### config.mk
export PLATFORM = sky130hd
export DESIGN_NAME = spi_key_responder_flat
export DESIGN_NICKNAME = d
export VERILOG_FILES = /design/src/rtl/spi_key_responder_if.sv /design/src/rtl/spi_key_responder.sv /design/src/flat_wrapper.sv
export SDC_FILE = /design/constraint.sdc
export NUM_CORES = 1
export LEC_CHECK = 0
export BUFFER_PORTS_ARGS = -buffer_cell sky130_fd_sc_hd__buf_2
export CORE_ASPECT_RATIO = 0.5
export CORE_UTILIZATION = 65
export DETAILED_ROUTE_END_ITERATION = 6
export GPL_TIMING_DRIVEN = 1
export HOLD_SLACK_MARGIN = 0.02
export PLACE_DENSITY_LB_ADDON = 0.12
export SETUP_SLACK_MARGIN = 0.05
export SYNTH_ARGS = -nofsm -noshare
export SYNTH_HDL_FRONTEND = slang
export SYNTH_SLANG_ARGS = --single-unit
### constraint.sdc
create_clock -name i_Clk -period 5.7 [get_ports i_Clk]
set_input_delay 0.285 -clock i_Clk [delete_from_list [all_inputs] [get_ports i_Clk]]
set_output_delay 0.285 -clock i_Clk [all_outputs]
set_load 0.05 [all_outputs]
### src/rtl/spi_key_responder_if.sv
// SPI pins plus key-code and received-byte handshakes of the keyboard SPI responder.
// The responder uses the slave modport; whatever drives the pins and keys uses master.
interface spi_key_responder_if;
  logic       i_SPI_Clk;
  logic       i_SPI_CS_n;
  logic       i_SPI_MOSI;
  logic       o_SPI_MISO;
  logic [7:0] i_Key_Byte;
  logic       i_Key_DV;
  logic       o_Key_Full;
  logic [7:0] o_RX_Byte;
  logic       o_RX_DV;
  logic       o_Overflow;

  modport slave (
    input  i_SPI_Clk, i_SPI_CS_n, i_SPI_MOSI, i_Key_Byte, i_Key_DV,
    output o_SPI_MISO, o_Key_Full, o_RX_Byte, o_RX_DV, o_Overflow
  );

  modport master (
    output i_SPI_Clk, i_SPI_CS_n, i_SPI_MOSI, i_Key_Byte, i_Key_DV,
    input  o_SPI_MISO, o_Key_Full, o_RX_Byte, o_RX_DV, o_Overflow
  );
endinterface

### src/rtl/spi_key_responder.sv
// Mode-0 SPI responder for the keyboard chip select: queued key codes go out on MISO,
// MOSI is deserialized into bytes. Oversamples the SPI pins in the board clock domain.
module spi_key_responder #(
  parameter int         FIFO_DEPTH = 8,
  parameter logic [7:0] IDLE_BYTE  = 8'h00
) (
  input  logic                 i_Clk,
  input  logic                 i_Rst_L,
  spi_key_responder_if.slave   bus
);

  localparam int PW = $clog2(FIFO_DEPTH);
  localparam int CW = PW + 1;
  localparam logic [CW-1:0] FULL_CNT = CW'(FIFO_DEPTH);

  typedef enum logic [1:0] {ST_IDLE, ST_LOAD, ST_SHIFT} state_t;

  state_t        state_q;
  logic [2:0]    sclk_q, cs_q;
  logic [1:0]    mosi_q;
  logic [7:0]    mem_q [FIFO_DEPTH];
  logic [PW-1:0] rd_ptr_q, wr_ptr_q;
  logic [CW-1:0] count_q, count_d;
  logic [7:0]    tx_q, rx_sr_q, rx_byte_q;
  logic [2:0]    bit_cnt_q;
  logic          reload_q, rx_done_q, rx_dv_q, miso_q, ovf_q;

  logic sclk_rise, sclk_fall, cs_fall, cs_rise, cs_quiet, in_shift;
  logic load_tx, shift_tx, shift_rx, fifo_empty, fifo_full, pop, push;
  logic [7:0] pop_byte;

  // CS_n synchronizer resets low so a select already asserted at reset release is not a fall.
  always_ff @(posedge i_Clk or negedge i_Rst_L) begin
    if (!i_Rst_L) begin
      sclk_q <= 3'b000;
      cs_q   <= 3'b000;
      mosi_q <= 2'b00;
    end else begin
      sclk_q <= {sclk_q[1:0], bus.i_SPI_Clk};
      cs_q   <= {cs_q[1:0], bus.i_SPI_CS_n};
      mosi_q <= {mosi_q[0], bus.i_SPI_MOSI};
    end
  end

  assign sclk_rise  = sclk_q[1] & ~sclk_q[2];
  assign sclk_fall  = ~sclk_q[1] & sclk_q[2];
  assign cs_fall    = ~cs_q[1] & cs_q[2];
  assign cs_rise    = cs_q[1] & ~cs_q[2];
  assign cs_quiet   = ~cs_fall & ~cs_rise;
  assign in_shift   = cs_quiet & (state_q == ST_SHIFT);

  // A chip-select edge in the same cycle overrides any SCLK activity.
  assign load_tx    = cs_quiet & ((state_q == ST_LOAD) |
                                  ((state_q == ST_SHIFT) & sclk_fall & reload_q));
  assign shift_tx   = in_shift & sclk_fall & ~reload_q;
  assign shift_rx   = in_shift & sclk_rise;

  assign fifo_empty = (count_q == '0);
  assign fifo_full  = (count_q == FULL_CNT);
  assign pop        = load_tx & ~fifo_empty;
  assign push       = bus.i_Key_DV & (~fifo_full | pop);
  assign pop_byte   = pop ? mem_q[rd_ptr_q] : IDLE_BYTE;

  always_comb begin
    count_d = count_q + CW'(push) - CW'(pop);
  end

  always_ff @(posedge i_Clk or negedge i_Rst_L) begin
    if (!i_Rst_L) begin
      rd_ptr_q <= '0;
      wr_ptr_q <= '0;
      count_q  <= '0;
      ovf_q    <= 1'b0;
    end else begin
      count_q <= count_d;
      if (push) wr_ptr_q <= wr_ptr_q + 1'b1;
      if (pop)  rd_ptr_q <= rd_ptr_q + 1'b1;
      if (bus.i_Key_DV && !push) ovf_q <= 1'b1;
      else if (pop)              ovf_q <= 1'b0;
    end
  end

  always_ff @(posedge i_Clk) begin
    if (push)          mem_q[wr_ptr_q] <= bus.i_Key_Byte;
    if (load_tx)       tx_q <= pop_byte;
    else if (shift_tx) tx_q <= {tx_q[6:0], 1'b0};
    if (shift_rx)      rx_sr_q <= {rx_sr_q[6:0], mosi_q[1]};
  end

  always_ff @(posedge i_Clk or negedge i_Rst_L) begin
    if (!i_Rst_L) begin
      state_q   <= ST_IDLE;
      bit_cnt_q <= 3'd0;
      reload_q  <= 1'b0;
      rx_done_q <= 1'b0;
      rx_dv_q   <= 1'b0;
      rx_byte_q <= 8'h00;
      miso_q    <= 1'b0;
    end else begin
      rx_done_q <= 1'b0;
      rx_dv_q   <= rx_done_q;
      if (rx_done_q) rx_byte_q <= rx_sr_q;
      miso_q    <= (state_q == ST_SHIFT) ? tx_q[7] : 1'b0;
      if (cs_rise) begin
        state_q   <= ST_IDLE;
        bit_cnt_q <= 3'd0;
        reload_q  <= 1'b0;
      end else if (cs_fall) begin
        state_q   <= ST_LOAD;
        bit_cnt_q <= 3'd0;
        reload_q  <= 1'b0;
      end else begin
        case (state_q)
          ST_LOAD: begin
            state_q   <= ST_SHIFT;
            bit_cnt_q <= 3'd0;
          end
          ST_SHIFT: begin
            if (shift_rx) begin
              bit_cnt_q <= bit_cnt_q + 3'd1;
              // Eighth bit completes the byte; the next SCLK fall reloads TX.
              if (bit_cnt_q == 3'd7) begin
                reload_q  <= 1'b1;
                rx_done_q <= 1'b1;
              end
            end else if (sclk_fall && reload_q) begin
              reload_q <= 1'b0;
            end
          end
          default: ;
        endcase
      end
    end
  end

  assign bus.o_SPI_MISO = miso_q;
  assign bus.o_Key_Full = fifo_full;
  assign bus.o_RX_Byte  = rx_byte_q;
  assign bus.o_RX_DV    = rx_dv_q;
  assign bus.o_Overflow = ovf_q;

endmodule

### src/flat_wrapper.sv
// flat-port wrapper written by rule: the top's interface ports become plain ports
module spi_key_responder_flat 
#(
  parameter int         FIFO_DEPTH = 8,
  parameter logic [7:0] IDLE_BYTE  = 8'h00
)
  (i_Clk, i_Rst_L, bus_i_SPI_Clk, bus_i_SPI_CS_n, bus_i_SPI_MOSI, bus_i_Key_Byte, bus_i_Key_DV, bus_o_SPI_MISO, bus_o_Key_Full, bus_o_RX_Byte, bus_o_RX_DV, bus_o_Overflow);
  spi_key_responder_if bus_i ();
  input  logic i_Clk;
  input  logic i_Rst_L;
  input wire logic [$bits(bus_i.i_SPI_Clk)-1:0] bus_i_SPI_Clk;
  input wire logic [$bits(bus_i.i_SPI_CS_n)-1:0] bus_i_SPI_CS_n;
  input wire logic [$bits(bus_i.i_SPI_MOSI)-1:0] bus_i_SPI_MOSI;
  input wire logic [$bits(bus_i.i_Key_Byte)-1:0] bus_i_Key_Byte;
  input wire logic [$bits(bus_i.i_Key_DV)-1:0] bus_i_Key_DV;
  output wire logic [$bits(bus_i.o_SPI_MISO)-1:0] bus_o_SPI_MISO;
  output wire logic [$bits(bus_i.o_Key_Full)-1:0] bus_o_Key_Full;
  output wire logic [$bits(bus_i.o_RX_Byte)-1:0] bus_o_RX_Byte;
  output wire logic [$bits(bus_i.o_RX_DV)-1:0] bus_o_RX_DV;
  output wire logic [$bits(bus_i.o_Overflow)-1:0] bus_o_Overflow;
  assign bus_i.i_SPI_Clk = bus_i_SPI_Clk;
  assign bus_i.i_SPI_CS_n = bus_i_SPI_CS_n;
  assign bus_i.i_SPI_MOSI = bus_i_SPI_MOSI;
  assign bus_i.i_Key_Byte = bus_i_Key_Byte;
  assign bus_i.i_Key_DV = bus_i_Key_DV;
  assign bus_o_SPI_MISO = bus_i.o_SPI_MISO;
  assign bus_o_Key_Full = bus_i.o_Key_Full;
  assign bus_o_RX_Byte = bus_i.o_RX_Byte;
  assign bus_o_RX_DV = bus_i.o_RX_DV;
  assign bus_o_Overflow = bus_i.o_Overflow;
  spi_key_responder #(.FIFO_DEPTH(FIFO_DEPTH), .IDLE_BYTE(IDLE_BYTE)) u_core (.i_Clk(i_Clk), .i_Rst_L(i_Rst_L), .bus(bus_i));
endmodule
* Word-level counts from Yosys, hierarchy flattened
Memories as Yosys holds them, arrays and structs flattened. Index checks and enable logic that the tools add are counted.
Word-level totals: bits of input ports 14, latch bits 0, memories kept 1, word-level logic and storage cells 91, flip-flop bits (word level) 52, memory bits (writable) 64, bits in read-only memories 0
Cells by class: magnitude comparators 0, reduce and logical (&&, ||, !) cells 12, muxes and demuxes 26, bitwise logic cells 25, div/mod/pow operators 0, equal/unequal tests 6, multiply operators 0, shifts and indexed selects 0, add/subtract/negate cells 5
Memory list:
- u_core.mem_q | depth 8, width 8, rd ports 1, clocked after memory_dff 0, write ports 1, line spi_key_responder.sv:21 | logic [7:0] mem_q [FIFO_DEPTH];
Operator list (number):
- 8-bit two-way mux | 3
- 1-bit two-way mux | 16
- 1-bit bitwise AND | 14
- 3-bit by 1-bit adder with 3-bit output (second input constant) | 3
- 3-bit two-way mux | 3
- 1-bit NOT | 9
- 4-bit nonzero test | 2
- 2-bit two-way mux | 3
- 3-bit case mux with 2 select lines | 1
- 3-bit nonzero test | 2
- 4-bit by 1-bit adder with 4-bit output | 1
- 4-bit == test (second input constant) | 1
- 4-bit logical NOT | 1
- 4-bit by 1-bit inequality test with 1-bit output (second input constant) | 1
- 4-bit by 2-bit inequality test with 1-bit output (second input constant) | 1
- 2-bit nonzero test | 2
- 4-bit by 1-bit subtractor with 4-bit output | 1
- 3-bit == test (second input constant) | 1
- 3-bit AND reduction | 1
- 2-bit by 1-bit == test with 1-bit output (second input constant) | 1
- 2-bit == test (second input constant) | 1
- 1-bit logical AND | 2
- 1-bit bitwise OR | 2
- 2-bit AND reduction | 1
- 1-bit logical NOT | 1

* Depth between registers and ports, before layout
depth after elaboration 12, gate-level depth with buffers 12, depth with buffers taken out 10

* Worst setup path before layout
Ideal clock, no wire load.
path kind register -> register, from register u_core.state_q[0], to memory u_core.mem_q[1][0] (enable), setup time 395 ps, arrival 2239 ps, setup slack 3066 ps, stages on the path, launching flop included 8, data required time 5305 ps, path through dfrtp_1 -> inv_1 -> ha_1 -> buf_4 -> nand4b_2 -> a211oi_4 -> nor2_1 -> nor4_1
Between the ends: longest elaborated chain between the ends 10
Ends and longest elaborated chain:
- start: declaration | line spi_key_responder.sv:18 | state_t state_q;
- start signal: assignment | line spi_key_responder.sv:92 | state_q <= ST_IDLE;
- start signal: assignment | line spi_key_responder.sv:105 | state_q <= ST_IDLE;
- start signal: assignment | line spi_key_responder.sv:109 | state_q <= ST_LOAD;
- 2-bit == test | line spi_key_responder.sv:54 | ((state_q == ST_SHIFT) & sclk_fall & reload_q));
- 1-bit bitwise AND (2 in a row) | line spi_key_responder.sv:54
- 1-bit bitwise OR * | line spi_key_responder.sv:53 | assign load_tx = cs_quiet & ((state_q == ST_LOAD) |
- 1-bit bitwise AND * | line spi_key_responder.sv:53
- 1-bit bitwise AND * | line spi_key_responder.sv:60 | assign pop = load_tx & ~fifo_empty;
- 1-bit bitwise OR * | line spi_key_responder.sv:61 | assign push = bus.i_Key_DV & (~fifo_full | pop);
- 1-bit bitwise AND * | line spi_key_responder.sv:61
- 1-bit two-way mux * | line spi_key_responder.sv:84 | if (push) mem_q[wr_ptr_q] <= bus.i_Key_Byte;
- 1-bit two-way mux (implied by the code) * | line spi_key_responder.sv:84
- end: declaration | line spi_key_responder.sv:21
Every way passes the cells marked *; elsewhere a longest branch is shown, timed or not.

* Final worst setup path
from register u_core.state_q[0], to memory u_core.mem_q[5][4] (enable)
Same word-level chain as after synthesis.

==> summary by stage <==
Run status
The flow ran to the end, and the final reports show no timing, DRC or antenna violations.

Place
In this run the cell area measured after placement is 4870 um2. The number of placed instances, taps included, is 366. The number of I/O port buffers is 25. Routability-driven placement finished with a final weighted congestion of 0.825. Once detailed placement completed, the half-perimeter wirelength came to 5200 um.

STA
The slew of the pin with the lowest slew margin is 1220 ps. Setup violations remaining at the end of the flow were counted as 0. Setup repair after global routing left no endpoint under its margin. The normalized max-slew margin is 18.2%. The hold slack is 177 ps.

The final number of hold-violating endpoints came to 0. After routing, the total negative slack on setup checks comes to 0 ps. The period utilization is 60.5%. The final max-slew violation count is 0. The setup skew after layout is 7.28 ps. For this run, the top clock speed supported by timing is 290 MHz.

The smallest clock period supported by the final layout is computed as between 3000 and 4000 ps.

Power and ir drop
For this design the static power due to leakage is 2.18 nW. The completed layout was analyzed and its total power is 2.63 mW. IR analysis of the VDD net gives a maximum drop of 0.312 mV. The power density over the cells is 484 nW/um2.

Clocking
TritonCTS built the clock tree. The total clock sinks is 116. Clock latency on the worst-skew pair, taken at its later pin, is 400 ps. The H-tree depth reported by CTS is 4. The clock passes through at most 2 buffers. Clock tree synthesis selected as its root buffer the cell clkbuf_16. The number of CTS-inserted buffers is 17. The clock edge transition at the registers on the reported setup and hold paths is 50 ps. Post-CTS timing repair inserted 0 buffers for setup.

Routing
The count of routing violations after the opening detailed-route iteration is 116. The detail route stage leaves a number of antenna-violating nets equal to 0. Dividing the detail-routed via count by the number of cells gives 5.85. After detailed routing, the total wire length is 8460 um. The average wire per cell in the routed design is between 20 and 25 um. The vias after detailed routing is 2351. The number of iterations in the first detailed-routing pass is 5.

For this run, design rule violations remaining after detail routing come to 0.

Setup path
The endpoint identified for the worst register-to-register timing path is u_core.mem_q[5][4]$_DFFE_PP_. The type of the setup path with the least slack is reg2reg. The signal on the critical path passes through inv_1, ha_1, nand4b_2, a211oi_4, o21ai_0, nor3_1. The delay of the slowest cell on the worst path is 1000 ps. The startpoint of the worst register-to-register path is u_core.state_q[0]$_DFFE_PN0P_.

The required arrival time at the worst endpoint is 5710 ps. The depth of the most critical reg-to-reg path is 6. Across all register-to-register paths, the minimum setup slack is 2250 ps. The highest-delay cell along the critical path is nor3_1. The maximum fanout count along the critical path is 16. For the worst setup path, the data arrival time is around 3500 ps. The worst setup path is launched from a register. STA classifies the critical path endpoint as a register.

Synth
The synthesized netlist occupies a cell area of 4690 um2. The total nets after synthesis is between 200 and 300. The Yosys warning count is 0. After synthesis, the mean cell area works out to 18.2 um2.

The share of the Yosys chip area taken by registers is a little over 70%. In the synthesized netlist, the number of instances is approximately 260. The number of different library cells in the post-synthesis netlist is 40. The register bit count reported by yosys is 116.

Finish
From synthesis to final layout, the design area changed by 15.9%. The number of fill cells is 367. Summing all multi-input logic gate instances after layout gives 1250 um2. The final instance area is 5440 um2. The final cell count without fillers is 402. Cells with a size suffix above 1 make up 26.1% of the layout.

The register area is 3300 um2. The repair_antennas step left the layout with diodes totalling 0. The final net count is 326.

Global routing
The total routing usage reported by global routing is 25.6%. The via count of the first global-routing pass is about 2400. Global routing finished with a remaining overflow of 0. The first global-routing pass estimated 13000 um of wire. The number of antenna violations at the first check in global routing is 0. The maximum number of pins on one net before global-route repair is 37.

Die
The die outline area is 7580 um2. The x dimension of the die is 122 um. The initial core utilization is 68.6%.

26 I/O pins were placed. The floorplan has 21 rows. From bottom edge to top edge, the die measures 62.1 um. The standard cell core area is 6830 um2.

Hold path
The type of the worst min-delay path is in2reg. For hold timing, the worst endpoint is u_core.mem_q[0][3]$_DFFE_PP_. The source of the worst hold timing path is bus_i_Key_Byte[3].

Along the worst hold path, the cell count comes to 1.

Job
Max-cap violations in this run came to 0.
-- cell usage after synthesis --
cell type,n,area (um2)
a211oi_4,1,20.0
a21o_1,2,15.0
a21oi_1,4,20.0
a22o_1,7,61.3
and2_1,1,6.26
and3_1,3,18.8
buf_1,1,3.75
buf_12,1,20.0
buf_2,2,10.0
buf_4,1,7.51
buf_6,2,22.5
clkbuf_1,3,11.3
dfrtp_1,36,901
edfxtp_1,80,2400
fa_1,1,20.0
ha_1,14,175
inv_1,15,56.3
mux2_1,1,11.3
mux2_2,19,214
mux2i_1,1,10.0
mux4_1,9,236
mux4_2,7,158
nand2_1,11,41.3
nand2b_1,1,6.26
nand3_1,1,5.00
nand3b_1,1,7.51
nand4b_2,1,15.0
nor2_1,8,30.0
nor3_1,5,25.0
nor3b_1,1,7.51
nor4_1,2,12.5
nor4b_2,2,30.0
o211ai_1,1,7.51
o21ai_0,2,10.0
o21ai_4,1,16.3
o22ai_1,1,6.26
o31ai_1,1,7.51
o32ai_1,1,8.76
xnor2_1,3,26.3
xor2_1,3,26.3
-- layout make-up --
class / count / area share, %
Multi-Input combinational cell: 116 / 23.1
Clock buffer: 26 / 8.63
Sequential cell: 116 / 60.8
Tap cell: 92 / 2.12
Timing Repair Buffer: 31 / 3.31
Clock inverter: 6 / 1.04
Inverter: 15 / 1.04
-- through the flow --
step	utilization, %	worst slack, ps
floorplan	-	3070
global placement	71.3	2460
detailed placement	71.3	2290
CTS	79.6	2240
global route	79.6	1950
finish	79.6	2250
-- registers in the layout (all words and copies together), names as in the netlist, 2 cells and up --
| name | count |
|---|---|
| u_core.wr_ptr_q | 3 |
| u_core.count_q | 4 |
| u_core.sclk_q | 3 |
| u_core.tx_q | 8 |
| u_core.mem_q | 64 |
| u_core.state_q | 2 |
| u_core.mosi_q | 2 |
| u_core.bit_cnt_q | 3 |
| u_core.rd_ptr_q | 3 |
| u_core.bus.o_RX_Byte | 8 |
| u_core.rx_sr_q | 8 |
| u_core.cs_q | 3 |
-- cell usage in the layout, fill, tap and decap left out, types with 2 or more instances in the layout --
cell | synthesis | routed
buf_4 | 1 | 2
nor3_1 | 5 | 5
clkbuf_1 | 3 | 8
dfrtp_1 | 36 | 36
mux2_2 | 19 | 19
nor4b_2 | 2 | 2
nor2_1 | 8 | 8
dlygate4sd3_1 | 0 | 4
mux4_2 | 7 | 7
xnor2_1 | 3 | 3
clkbuf_16 | 0 | 17
edfxtp_1 | 80 | 80
mux4_1 | 9 | 9
inv_1 | 15 | 15
nor4_1 | 2 | 2
o21ai_0 | 2 | 2
buf_2 | 2 | 25
and3_1 | 3 | 3
xor2_1 | 3 | 3
a21o_1 | 2 | 2
ha_1 | 14 | 14
nand2_1 | 11 | 11
a22o_1 | 7 | 7
clkinv_2 | 0 | 3
a21oi_1 | 4 | 4
-- worst max-delay path: cells and delay by family, from the launching register on --
family	cells	cell delay (ps)
AO/OA/AOI/OAI	2	1020
AND/OR/NAND/NOR	2	1200
adder cells (fa/ha/maj)	1	360
buffers and inverters	1	80
flip-flops	1	380
-- report_power, final --
part / internal [mW] / switching [mW]
sequential: 1.04 / 0.135
clock: 0.605 / 0.332
combinational: 0.262 / 0.257
total: 1.91 / 0.724
-- how the worst max path moves through the flow --
stage,startpoint,to,slack (ps),depth (start not counted)
6_report,u_core.state_q[0]$_DFFE_PN0P_,u_core.mem_q[5][4]$_DFFE_PP_,2250,6
5_1_grt,u_core.state_q[0]$_DFFE_PN0P_,u_core.mem_q[5][4]$_DFFE_PP_,1950,6
4_1_cts,u_core.state_q[0]$_DFFE_PN0P_,u_core.mem_q[5][4]$_DFFE_PP_,2240,6
3_5_place_dp,u_core.state_q[0]$_DFFE_PN0P_,u_core.mem_q[5][2]$_DFFE_PP_,2290,6
3_3_place_gp,u_core.state_q[0]$_DFFE_PN0P_,u_core.mem_q[5][1]$_DFFE_PP_,2460,6
2_1_floorplan,u_core.state_q[0]$_DFFE_PN0P_,u_core.mem_q[1][0]$_DFFE_PP_,3070,7
-- per-layer routing --
layer | wire [um] | up-vias | track usage (%)
met5 | 0 | - | 0
met4 | 91 | 0 | 8.89
met3 | 399 | 8 | 9.31
met2 | 4280 | 67 | 43.7
met1 | 3680 | 1203 | 31.6
li1 | - | 1073 | -
-- cell families after synthesis --
logic type      Yosys count  share of synthesized area (%)
flops                   116                           70.4
mux                      37                           13.4
simple gates             37                           4.38
buf+inv                  25                           2.80
compound gates           21                           3.68
fa+ha+maj                15                           4.16
xor+xnor                  6                           1.12
-- repair_timing --
action / in CTS / in global routing
hold buffers: 4 / 0
resized for setup: 0 / 0
endpoints found under the hold margin: 39 / 0
Note: power is estimated with default switching activity, not from simulation.
